### config.mk
export PLATFORM = sky130hd
export DESIGN_NAME = dmem_port_arb
export DESIGN_NICKNAME = d
export VERILOG_FILES = /design/src/rtl/dmem_port_arb_pkg.sv /design/src/rtl/dmem_rr_pick.sv /design/src/rtl/dmem_port_arb.sv
export SDC_FILE = /design/constraint.sdc
export NUM_CORES = 1
export LEC_CHECK = 0
export BUFFER_PORTS_ARGS = -buffer_cell sky130_fd_sc_hd__buf_4
export CORE_AREA = 5 5 114 116
export CTS_CLUSTER_DIAMETER = 200
export DETAILED_ROUTE_END_ITERATION = 8
export DIE_AREA = 0 0 119 121
export GPL_TIMING_DRIVEN = 0
export SYNTH_ARGS = -nofsm -noshare
export SYNTH_HDL_FRONTEND = slang
export SYNTH_SLANG_ARGS = --single-unit
### constraint.sdc
create_clock -name CLK -period 1.73 [get_ports CLK]
set_input_delay 0.2595 -clock CLK [delete_from_list [all_inputs] [get_ports CLK]]
set_output_delay 0.2595 -clock CLK [all_outputs]
set_load 0.02 [all_outputs]
### src/rtl/dmem_port_arb_pkg.sv
// Shared types for the data-memory port arbiter: word type, FSM states and
// grant identifiers.
package dmem_port_arb_pkg;

  localparam int WORD_W = 32;

  typedef logic [WORD_W-1:0] word_t;

  typedef enum logic [1:0] {
    ARB_IDLE = 2'd0,
    ARB_SLS  = 2'd1,
    ARB_MLS  = 2'd2
  } arb_state_t;

  typedef enum logic {
    GNT_SLS = 1'b0,
    GNT_MLS = 1'b1
  } gnt_t;

  // Map a picker decision onto the FSM state that serves it.
  function automatic arb_state_t gnt_to_state(gnt_t g);
    return (g == GNT_SLS) ? ARB_SLS : ARB_MLS;
  endfunction

endpackage

### src/rtl/dmem_rr_pick.sv
// Two-way round-robin picker: a lone requester always wins, a tie goes to the
// requester that was not granted last.
module dmem_rr_pick
  import dmem_port_arb_pkg::*;
(
  input  logic req_s,
  input  logic req_m,
  input  gnt_t last_gnt,
  output logic grant_valid,
  output gnt_t grant
);

  // Pick the winner; tie broken against the previous grant.
  always_comb begin
    grant_valid = req_s | req_m;
    grant       = GNT_SLS;
    if (req_s && req_m) begin
      grant = (last_gnt == GNT_SLS) ? GNT_MLS : GNT_SLS;
    end else if (req_m) begin
      grant = GNT_MLS;
    end
  end

endmodule

### src/rtl/dmem_port_arb.sv
// Data-memory port arbiter between the scalar (sls) and matrix (mls)
// load/store units. One grant at a time, with a watchdog on stuck accesses.
//
// Handshake: a requester raises REN and/or WEN (WEN wins when both are high)
// with address/data stable and holds them until its hit pulse; hit is a
// single-cycle completion strobe with load data valid in that same cycle.
// Dropping the request while granted withdraws it with no hit. On the memory
// side mem_ren|mem_wen is the request and mem_wait==0 marks completion.
module dmem_port_arb
  import dmem_port_arb_pkg::*;
#(
  parameter int ADDR_W  = 32,
  parameter int DATA_W  = 32,
  parameter int TIMEOUT = 64
) (
  input  logic              CLK,
  input  logic              nRST,
  input  logic              sls_dmemREN,
  input  logic              sls_dmemWEN,
  input  logic [ADDR_W-1:0] sls_dmemaddr,
  input  logic [DATA_W-1:0] sls_dmemstore,
  output logic              sls_dhit,
  output logic [DATA_W-1:0] sls_dmemload,
  input  logic              mls_ren,
  input  logic              mls_wen,
  input  logic [ADDR_W-1:0] mls_addr,
  input  logic [DATA_W-1:0] mls_store,
  output logic              mls_hit,
  output logic [DATA_W-1:0] mls_load,
  output logic              mem_ren,
  output logic              mem_wen,
  output logic [ADDR_W-1:0] mem_addr,
  output logic [DATA_W-1:0] mem_store,
  input  logic              mem_wait,
  input  logic [DATA_W-1:0] mem_load,
  output logic              busy,
  output logic              timeout_err,
  output arb_state_t        state_dbg
);

  // Counter is sized to hold TIMEOUT; a disabled watchdog keeps one idle bit.
  localparam int CNT_W = (TIMEOUT > 0) ? $clog2(TIMEOUT + 1) : 1;
  localparam logic [CNT_W-1:0] CNT_LAST = (TIMEOUT > 0) ? CNT_W'(TIMEOUT - 1) : '0;
  localparam logic [CNT_W-1:0] CNT_MAX  = '1;

  arb_state_t        state, state_nxt;
  gnt_t              last_gnt, last_gnt_nxt;
  logic [CNT_W-1:0]  wait_cnt, wait_cnt_nxt;
  logic              err_nxt;

  logic              sls_act, mls_act;
  logic              pick_valid;
  gnt_t              pick;

  logic              g_ren, g_wen, g_act;
  logic [ADDR_W-1:0] g_addr;
  logic [DATA_W-1:0] g_store;
  logic              complete;
  logic [DATA_W-1:0] load_val;

  assign sls_act = sls_dmemREN | sls_dmemWEN;
  assign mls_act = mls_ren | mls_wen;

  dmem_rr_pick u_pick (
    .req_s       (sls_act),
    .req_m       (mls_act),
    .last_gnt    (last_gnt),
    .grant_valid (pick_valid),
    .grant       (pick)
  );

  // Select the live request of whichever FU currently owns the port.
  always_comb begin
    g_ren   = 1'b0;
    g_wen   = 1'b0;
    g_addr  = '0;
    g_store = '0;
    case (state)
      ARB_SLS: begin
        g_ren   = sls_dmemREN;
        g_wen   = sls_dmemWEN;
        g_addr  = sls_dmemaddr;
        g_store = sls_dmemstore;
      end
      ARB_MLS: begin
        g_ren   = mls_ren;
        g_wen   = mls_wen;
        g_addr  = mls_addr;
        g_store = mls_store;
      end
      default: ;
    endcase
  end

  assign g_act     = g_ren | g_wen;
  assign mem_wen   = g_wen;
  assign mem_ren   = g_ren & ~g_wen;
  assign mem_addr  = g_act ? g_addr : '0;
  assign mem_store = g_act ? g_store : '0;

  // Completion beats a same-cycle withdrawal; writes return zero load data.
  assign complete     = (state != ARB_IDLE) && !mem_wait;
  assign load_val     = g_wen ? '0 : mem_load;
  assign sls_dhit     = complete && (state == ARB_SLS);
  assign mls_hit      = complete && (state == ARB_MLS);
  assign sls_dmemload = sls_dhit ? load_val : '0;
  assign mls_load     = mls_hit ? load_val : '0;

  assign busy      = (state != ARB_IDLE);
  assign state_dbg = state;

  // Next-state, round-robin history and watchdog decisions.
  always_comb begin
    state_nxt    = state;
    last_gnt_nxt = last_gnt;
    wait_cnt_nxt = wait_cnt;
    err_nxt      = timeout_err;
    case (state)
      ARB_IDLE: begin
        wait_cnt_nxt = '0;
        if (pick_valid) begin
          state_nxt    = gnt_to_state(pick);
          last_gnt_nxt = pick;
        end
      end
      ARB_SLS, ARB_MLS: begin
        if (!mem_wait || !g_act) begin
          state_nxt    = ARB_IDLE;
          wait_cnt_nxt = '0;
        end else if ((TIMEOUT > 0) && (wait_cnt == CNT_LAST)) begin
          state_nxt    = ARB_IDLE;
          wait_cnt_nxt = '0;
          err_nxt      = 1'b1;
        end else if ((TIMEOUT > 0) && (wait_cnt != CNT_MAX)) begin
          wait_cnt_nxt = wait_cnt + CNT_W'(1);
        end
      end
      default: begin
        state_nxt    = ARB_IDLE;
        wait_cnt_nxt = '0;
      end
    endcase
  end

  // State, grant history, watchdog counter and sticky error registers.
  always_ff @(posedge CLK or negedge nRST) begin
    if (!nRST) begin
      state       <= ARB_IDLE;
      last_gnt    <= GNT_MLS;
      wait_cnt    <= '0;
      timeout_err <= 1'b0;
    end else begin
      state       <= state_nxt;
      last_gnt    <= last_gnt_nxt;
      wait_cnt    <= wait_cnt_nxt;
      timeout_err <= err_nxt;
    end
  end

endmodule
==> results of run 1 <==
-- repair_timing --
| action | CTS | global route |
|---|---|---|
| resized for setup | 308 | 89 |
| setup buffers | 18 | 7 |
| pin swaps | 10 | 15 |
| hold buffers | 1 | 0 |
| cloned | 6 | 3 |
| setup endpoints to repair | 133 | 134 |
| endpoints found under the hold margin | 10 | 0 |
-- critical path, stage by stage (launching register included) --
cell,delay [ns]
dfrtp_2,0.45
inv_4,0.09
ha_4,0.16
o21ai_1,0.09
nand2_1,0.14
nand2_4,0.10
buf_8,0.16
buf_4,0.16
nor2_1,0.10
buf_4,0.15
-- synth_stat cells (all sizes together) --
| master | n |
|---|---|
| nand4 | 1 |
| buf | 23 |
| a211oi | 2 |
| dfrtp | 10 |
| o21ai | 6 |
| dfstp | 1 |
| and3 | 68 |
| o32ai | 1 |
| o31ai | 1 |
| nand3 | 4 |
| clkbuf | 11 |
| ha | 4 |
| nand3b | 1 |
| nor2 | 71 |
| a22o | 1 |
| nand2 | 6 |
| nand2b | 1 |
| or2 | 1 |
| inv | 4 |
| a31oi | 1 |
| a21oi | 1 |
| o2bb2ai | 2 |
| or3 | 1 |
| and2 | 3 |
| a31o | 1 |
| a21bo | 1 |
| mux2i | 1 |
| a22oi | 65 |
| o21bai | 1 |
| nor3 | 2 |
| a311oi | 1 |
-- metal layers --
layer | wire (µm) | track usage
met5 | 0 | 0
met4 | 336 | 0.04055
met3 | 1145 | 0.03776
met2 | 8586 | 0.3723
met1 | 5707 | 0.2115
-- cell families after synthesis --
| kind of cell | after synthesis |
|---|---|
| simple gates | 159 |
| fa+ha+maj | 4 |
| mux | 1 |
| buf+inv | 38 |
| flops | 11 |
| compound gates | 84 |
-- power groups by stage --
stage | combinational (mW) | sequential [mW] | clock (mW)
final | 6.43 | 0.368 | 0.410
after global routing | 6.78 | 0.374 | 0.431
after CTS | 5.80 | 0.368 | 0.419
after detailed placement | 3.65 | 0.354 | 0
after global placement | 3.59 | 0.352 | 0
after floorplan | 2.27 | 0.368 | 0
-- cell usage in the layout, fill, tap and decap left out, types with 2 or more instances in the layout --
| cell type | count |
|---|---|
| buf_16 | 3 |
| nor3_2 | 2 |
| a22oi_1 | 5 |
| clkbuf_16 | 8 |
| buf_6 | 130 |
| and3_4 | 55 |
| buf_4 | 206 |
| dfrtp_2 | 2 |
| nand3_1 | 3 |
| o21ai_2 | 2 |
| o21ai_0 | 3 |
| nor2_2 | 5 |
| nand2_1 | 5 |
| nor2_4 | 58 |
| buf_8 | 8 |
| a211oi_1 | 2 |
| and3_2 | 9 |
| inv_4 | 2 |
| a22oi_2 | 60 |
| ha_4 | 3 |
| clkbuf_8 | 10 |
| buf_12 | 6 |
| and3_1 | 4 |
| and2_4 | 3 |
| inv_1 | 2 |
| nor2_1 | 8 |
| dfrtp_1 | 8 |
-- state kept, by name, summed over array words and instances, names as in the netlist --
| signal | count |
|---|---|
| timeout_err | 1 |
| state_dbg | 2 |
| last_gnt | 1 |
| wait_cnt | 7 |
-- area by class of cell --
class | instances | area share
Timing Repair Buffer | 337 | 0.4572
Multi-Input combinational cell | 248 | 0.3866
Tap cell | 147 | 0.02704
Clock buffer | 4 | 0.01159
Inverter | 4 | 0.002943
Buffer | 33 | 0.07357
Sequential cell | 11 | 0.04102
-- worst paths after layout --
kind,start,endpoint,depth (start not counted)
max reg2reg,state_dbg[0]$_DFFE_PN0P_,wait_cnt[2]$_DFFE_PN0P_,8
min reg2reg,last_gnt$_DFFE_PN1P_,last_gnt$_DFFE_PN1P_,2
max,state_dbg[0]$_DFFE_PN0P_,mem_store[31],9
min in group asynchronous,nRST,state_dbg[1]$_DFFE_PN0P_,2
min,sls_dmemWEN,last_gnt$_DFFE_PN1P_,4
max in group asynchronous,nRST,last_gnt$_DFFE_PN1P_,2
==> out/qor.csv, run 1 <==
metric,value,unit
grt_pass1_wl,22.58,mm
area_delta_synth_final,232.7,%
cp-start-kind,flip-flop,
ys_warn_count,0,
core,11810,µm²
rows,40,
hold_ws,0.3816,ns
fin_util,0.5760,
fmax,477.3,MHz
globalplace.congestion,0.8279,
rsz0062_at_grt,true,
filler_cell_count,939,
die_area,14400,µm²
synth_seq_cells,11,
synth_compound_area_frac,0.3072,
setup.worst_path.end_class,output pin,
violations,setup timing,
numCtsBuffers,3,
power.switching,3.412,mW
ys_types,39,
die-width,119,µm
drc,0,
p_int,3.799,mW
worst_pin_slew,0.5323,ns
clk_latency,0.23,ns
pwr-share-seq,0.051,
viasPerCell,4.980,
multi_input_area,2630,µm²
wl,15.77,mm
critPathRequiredTime,1.47,ns
clock_path_buffers,2,
drive_gt1_frac,0.9152,
grt_pass1_vias,4101,
diodes,0,
antenna_left,0,
cts_tree,done,
synth_area,2044,µm²
yosys.area_share.simple,0.4088,
p_comb_frac,0.892,
synthXorXnorAreaFrac,0,
drt-initial-drc-count,180,
vias,3904,
synth_top_family_by_area,simple AND/OR/NAND/NOR gates,
p_leak,2.948,nW
grt_max_degree,12,
setup_violations,135,
hpwl,11.11,mm
fin_skew,0.0009271,ns
antenna_found_initial,0,
dpl_cell_area,4810,µm²
cts-htree-levels,1,
period_minus_slack,2.095,ns
muxShareOfSynthArea,0.004896,
period_share,1.211,
swShare,0.4731,
grt_overflow_total,0,
outcome,"finished, violations left",
critPathMaxFanout,5,
ff2ff_setup_slack,-0.06,ns
layoutNonFillerInstCount,784,
cts.sinks,11,
synthAdderAreaFrac,0.02448,
drv_slew,0,
wl_per_cell,20.12,µm
port-buffer-count,302,
regArea,279.0,µm²
initial_core_util,0.1731,
boundaryPins,303,
dp_worst_setup_slack,-0.4578,ns
firstDrtPassIters,4,
maxCapViolations,0,
maxSlewHeadroom,0.6432,
yosysTopAreaCell,a22oi_1,
fin_ws,-0.3653,ns
synth_top_area_share,0.2387,
synth.area.top_cells,"a22oi_1 (24%), and3_1 (21%), nor2_1 (13%)",
min_path_type,input port to flip-flop,
syn_area_per_cell,6.884,µm²
cp.arrival,1.84,ns
clkSlewWorstSetupHoldPaths,0.04,ns
synth_cells,297,
fin_nets,809,
ir_drop,0.7497,mV
p_total,7.211,mW
path_class,flip-flop to output pin,
die_h,121,µm
finalSetupTns,-42.91,ns
power.share.clock,0.057,
root_buffer,clkbuf_16,
synth_fp_nets,468,
final_cell_area,6803,µm²
p_per_area,1060,nW/µm²
placed_cells,746,
grt.total_usage,0.1908,
final_hold_viol_count,0,
synth-seq-area-share,0.1353,
(Power assumes the default switching activity.)
==> inputs of run 2 (changes only) <==
--- a/config.mk
+++ b/config.mk
@@ -5,11 +5,11 @@
 export SDC_FILE = /design/constraint.sdc
 export NUM_CORES = 1
 export LEC_CHECK = 0
-export BUFFER_PORTS_ARGS = -buffer_cell sky130_fd_sc_hd__buf_4
-export CORE_AREA = 5 5 114 116
+export CORE_AREA = 5 5 115 117
 export CTS_CLUSTER_DIAMETER = 200
 export DETAILED_ROUTE_END_ITERATION = 8
-export DIE_AREA = 0 0 119 121
+export DIE_AREA = 0 0 120 122
+export DONT_BUFFER_PORTS = 1
 export GPL_TIMING_DRIVEN = 0
 export SYNTH_ARGS = -nofsm -noshare
 export SYNTH_HDL_FRONTEND = slang
==> constraint.sdc (replaced) <==
create_clock -name CLK -period 1.73 [get_ports CLK]
set_input_delay 0.173 -clock CLK [delete_from_list [all_inputs] [get_ports CLK]]
set_output_delay 0.173 -clock CLK [all_outputs]
set_load 0.02 [all_outputs]
==> out/qor.csv, run 2 (synthesized netlist as in run 1, its figures left out) <==
metric,value,unit,change
outcome,"finished, violations left",,unchanged
violations,setup timing,,unchanged
regMostFlops,wait_cnt,,unchanged
r2r-start,state_dbg[1]$_DFFE_PN0P_,,was state_dbg[0]$_DFFE_PN0P_
wl,12.07,mm,was 15.77 mm
drv_slew,0,,unchanged
maxCapViolations,0,,unchanged
p_leak,1.161,nW,was 2.948 nW
rows,41,,was 40
final_hold_viol_count,0,,unchanged
fin_ws,-0.3173,ns,was -0.3653 ns
hold_ws,0.1394,ns,was 0.3816 ns
worst_pin_slew,0.6187,ns,was 0.5323 ns
drc,0,,unchanged
fmax,488.4,MHz,was 477.3 MHz
largest_reg_flops,7,,unchanged
cts.sinks,11,,unchanged
viasPerCell,5.748,,was 4.980
boundaryPins,303,,unchanged
grt_pass1_vias,2610,,was 4101
cts_tree,done,,unchanged
numCtsBuffers,3,,unchanged
clkSlewWorstSetupHoldPaths,0.04,ns,about the same
die_area,14640,µm²,was 14400 µm²
fin_util,0.3004,,was 0.5760
port-buffer-count,0,,was 302
grt_max_degree,12,,unchanged
filler_cell_count,1259,,was 939
final_cell_mix,"and3_4 (65), nor2_4 (65), a22oi_1 (61)",,"was buf_4 (206), buf_6 (130), a22oi_2 (60)"
die_h,122,µm,was 121 µm
drt-initial-drc-count,136,,was 180
globalplace.congestion,0.8309,,was 0.8279
critPathRequiredTime,1.56,ns,was 1.47 ns
grt.total_usage,0.1432,,was 0.1908
grt.met1_usage,0.1716,,was 0.2115
min_path_type,input port to flip-flop,,unchanged
p_total,5.477,mW,was 7.211 mW
p_per_area,1487,nW/µm²,was 1060 nW/µm²
met3_usage,0.02786,,was 0.03776
layoutNonFillerInstCount,468,,was 784
dp_worst_setup_slack,-0.5461,ns,was -0.4578 ns
maxSlewHeadroom,0.5853,,was 0.6432
cp.arrival,1.87,ns,was 1.84 ns
clock_path_buffers,2,,unchanged
antenna_left,0,,unchanged
diodes,0,,unchanged
min-delay-start,sls_dmemWEN,,unchanged
drive_gt1_frac,0.6855,,was 0.9152
die-width,120,µm,was 119 µm
core,12260,µm²,was 11810 µm²
startpoint,state_dbg[0]$_DFFE_PN0P_,,unchanged
critPathMaxFanout,10,,was 5
clk_latency,0.24,ns,was 0.23 ns
root_buffer,clkbuf_16,,unchanged
setup.worst_path.end_class,output pin,,unchanged
path_class,flip-flop to output pin,,unchanged
hpwl,8.856,mm,was 11.11 mm
ir_drop,0.7697,mV,was 0.7497 mV
firstDrtPassIters,4,,unchanged
grt_pass1_wl,16.58,mm,was 22.58 mm
cts-htree-levels,1,,unchanged
period_minus_slack,2.047,ns,was 2.095 ns
busiest_layer,met2,,unchanged
final_cell_area,3684,µm²,was 6803 µm²
placed_cells,447,,was 746
dpl_cell_area,2357,µm²,was 4810 µm²
vias,2690,,was 3904
wl_per_cell,25.79,µm,was 20.12 µm
cp-start-kind,flip-flop,,unchanged
period_share,1.183,,was 1.211
fin_skew,0.001480,ns,was 0.0009271 ns
initial_core_util,0.1668,,was 0.1731
fin_nets,490,,was 809
finalSetupTns,-36.42,ns,was -42.91 ns
grt_overflow_total,0,,unchanged
antenna_found_initial,0,,unchanged
rsz0062_at_grt,true,,unchanged
setup_violations,133,,was 135
use_met2,0.2592,,was 0.3723
area_delta_synth_final,80.17,%,was 232.7%
-- run 2: cell count changes in the layout (fill, tap and decap cells not counted), sizes merged --
cell    before  now
bufbuf       0    1
nand2        6    7
clkbuf      19   16
buf        354   36
-- run 2: path summary, 6_finish.rpt --
kind                                       endpoint  slack (ns)  depth (start not counted)
setup / recovery                       mem_addr[10]       -0.32                          8
hold / removal                 last_gnt$_DFFE_PN1P_        0.14                          3
setup reg to reg           state_dbg[1]$_DFFE_PN0P_       -0.09                          7
hold reg to reg                last_gnt$_DFFE_PN1P_        0.50                          2
max in group asynchronous  state_dbg[0]$_DFFE_PN0P_        0.99                          1
min in group asynchronous   wait_cnt[0]$_DFFE_PN0P_        0.35                          1
-- run 2: metal layers --
metal  vias to the layer above  wire length [µm]
li1                       1156                 -
met3                        22               860
met2                       163              6585
met1                      1349              4364
met4                         0               261
met5                         -                 0
-- run 2: report_power, final --
part           internal [mW]  switching [mW]
sequential             0.309          0.0988
clock                  0.310           0.116
combinational           1.87            2.78
total                   2.49            2.99
-- run 2: final cells by class --
type	count	area [µm²]	share of cell area
timing repair buffer	16	221.5	0.06012
inverter	4	22.52	0.006114
tap	150	187.7	0.05095
multi-input combinational	249	2495	0.6773
clock buffer	4	78.83	0.02140
sequential	11	279.0	0.07575
buffer	34	399.1	0.1084
-- run 2: critical path, stage by stage, from the launching register on --
cell     delay [ns]
dfrtp_2        0.50
inv_4          0.12
ha_4           0.15
o21ai_1        0.11
nand2_2        0.18
nand2_8        0.09
buf_12         0.15
buf_12         0.15
nor2_4         0.18
-- run 2: repair_timing --
action,CTS,global route
gates cloned,5,0
buffers inserted,9,4
resized for setup,266,20
setup endpoints to repair,134,139
pin swaps,83,42
endpoints found under the hold margin,11,0
hold buffers,1,0
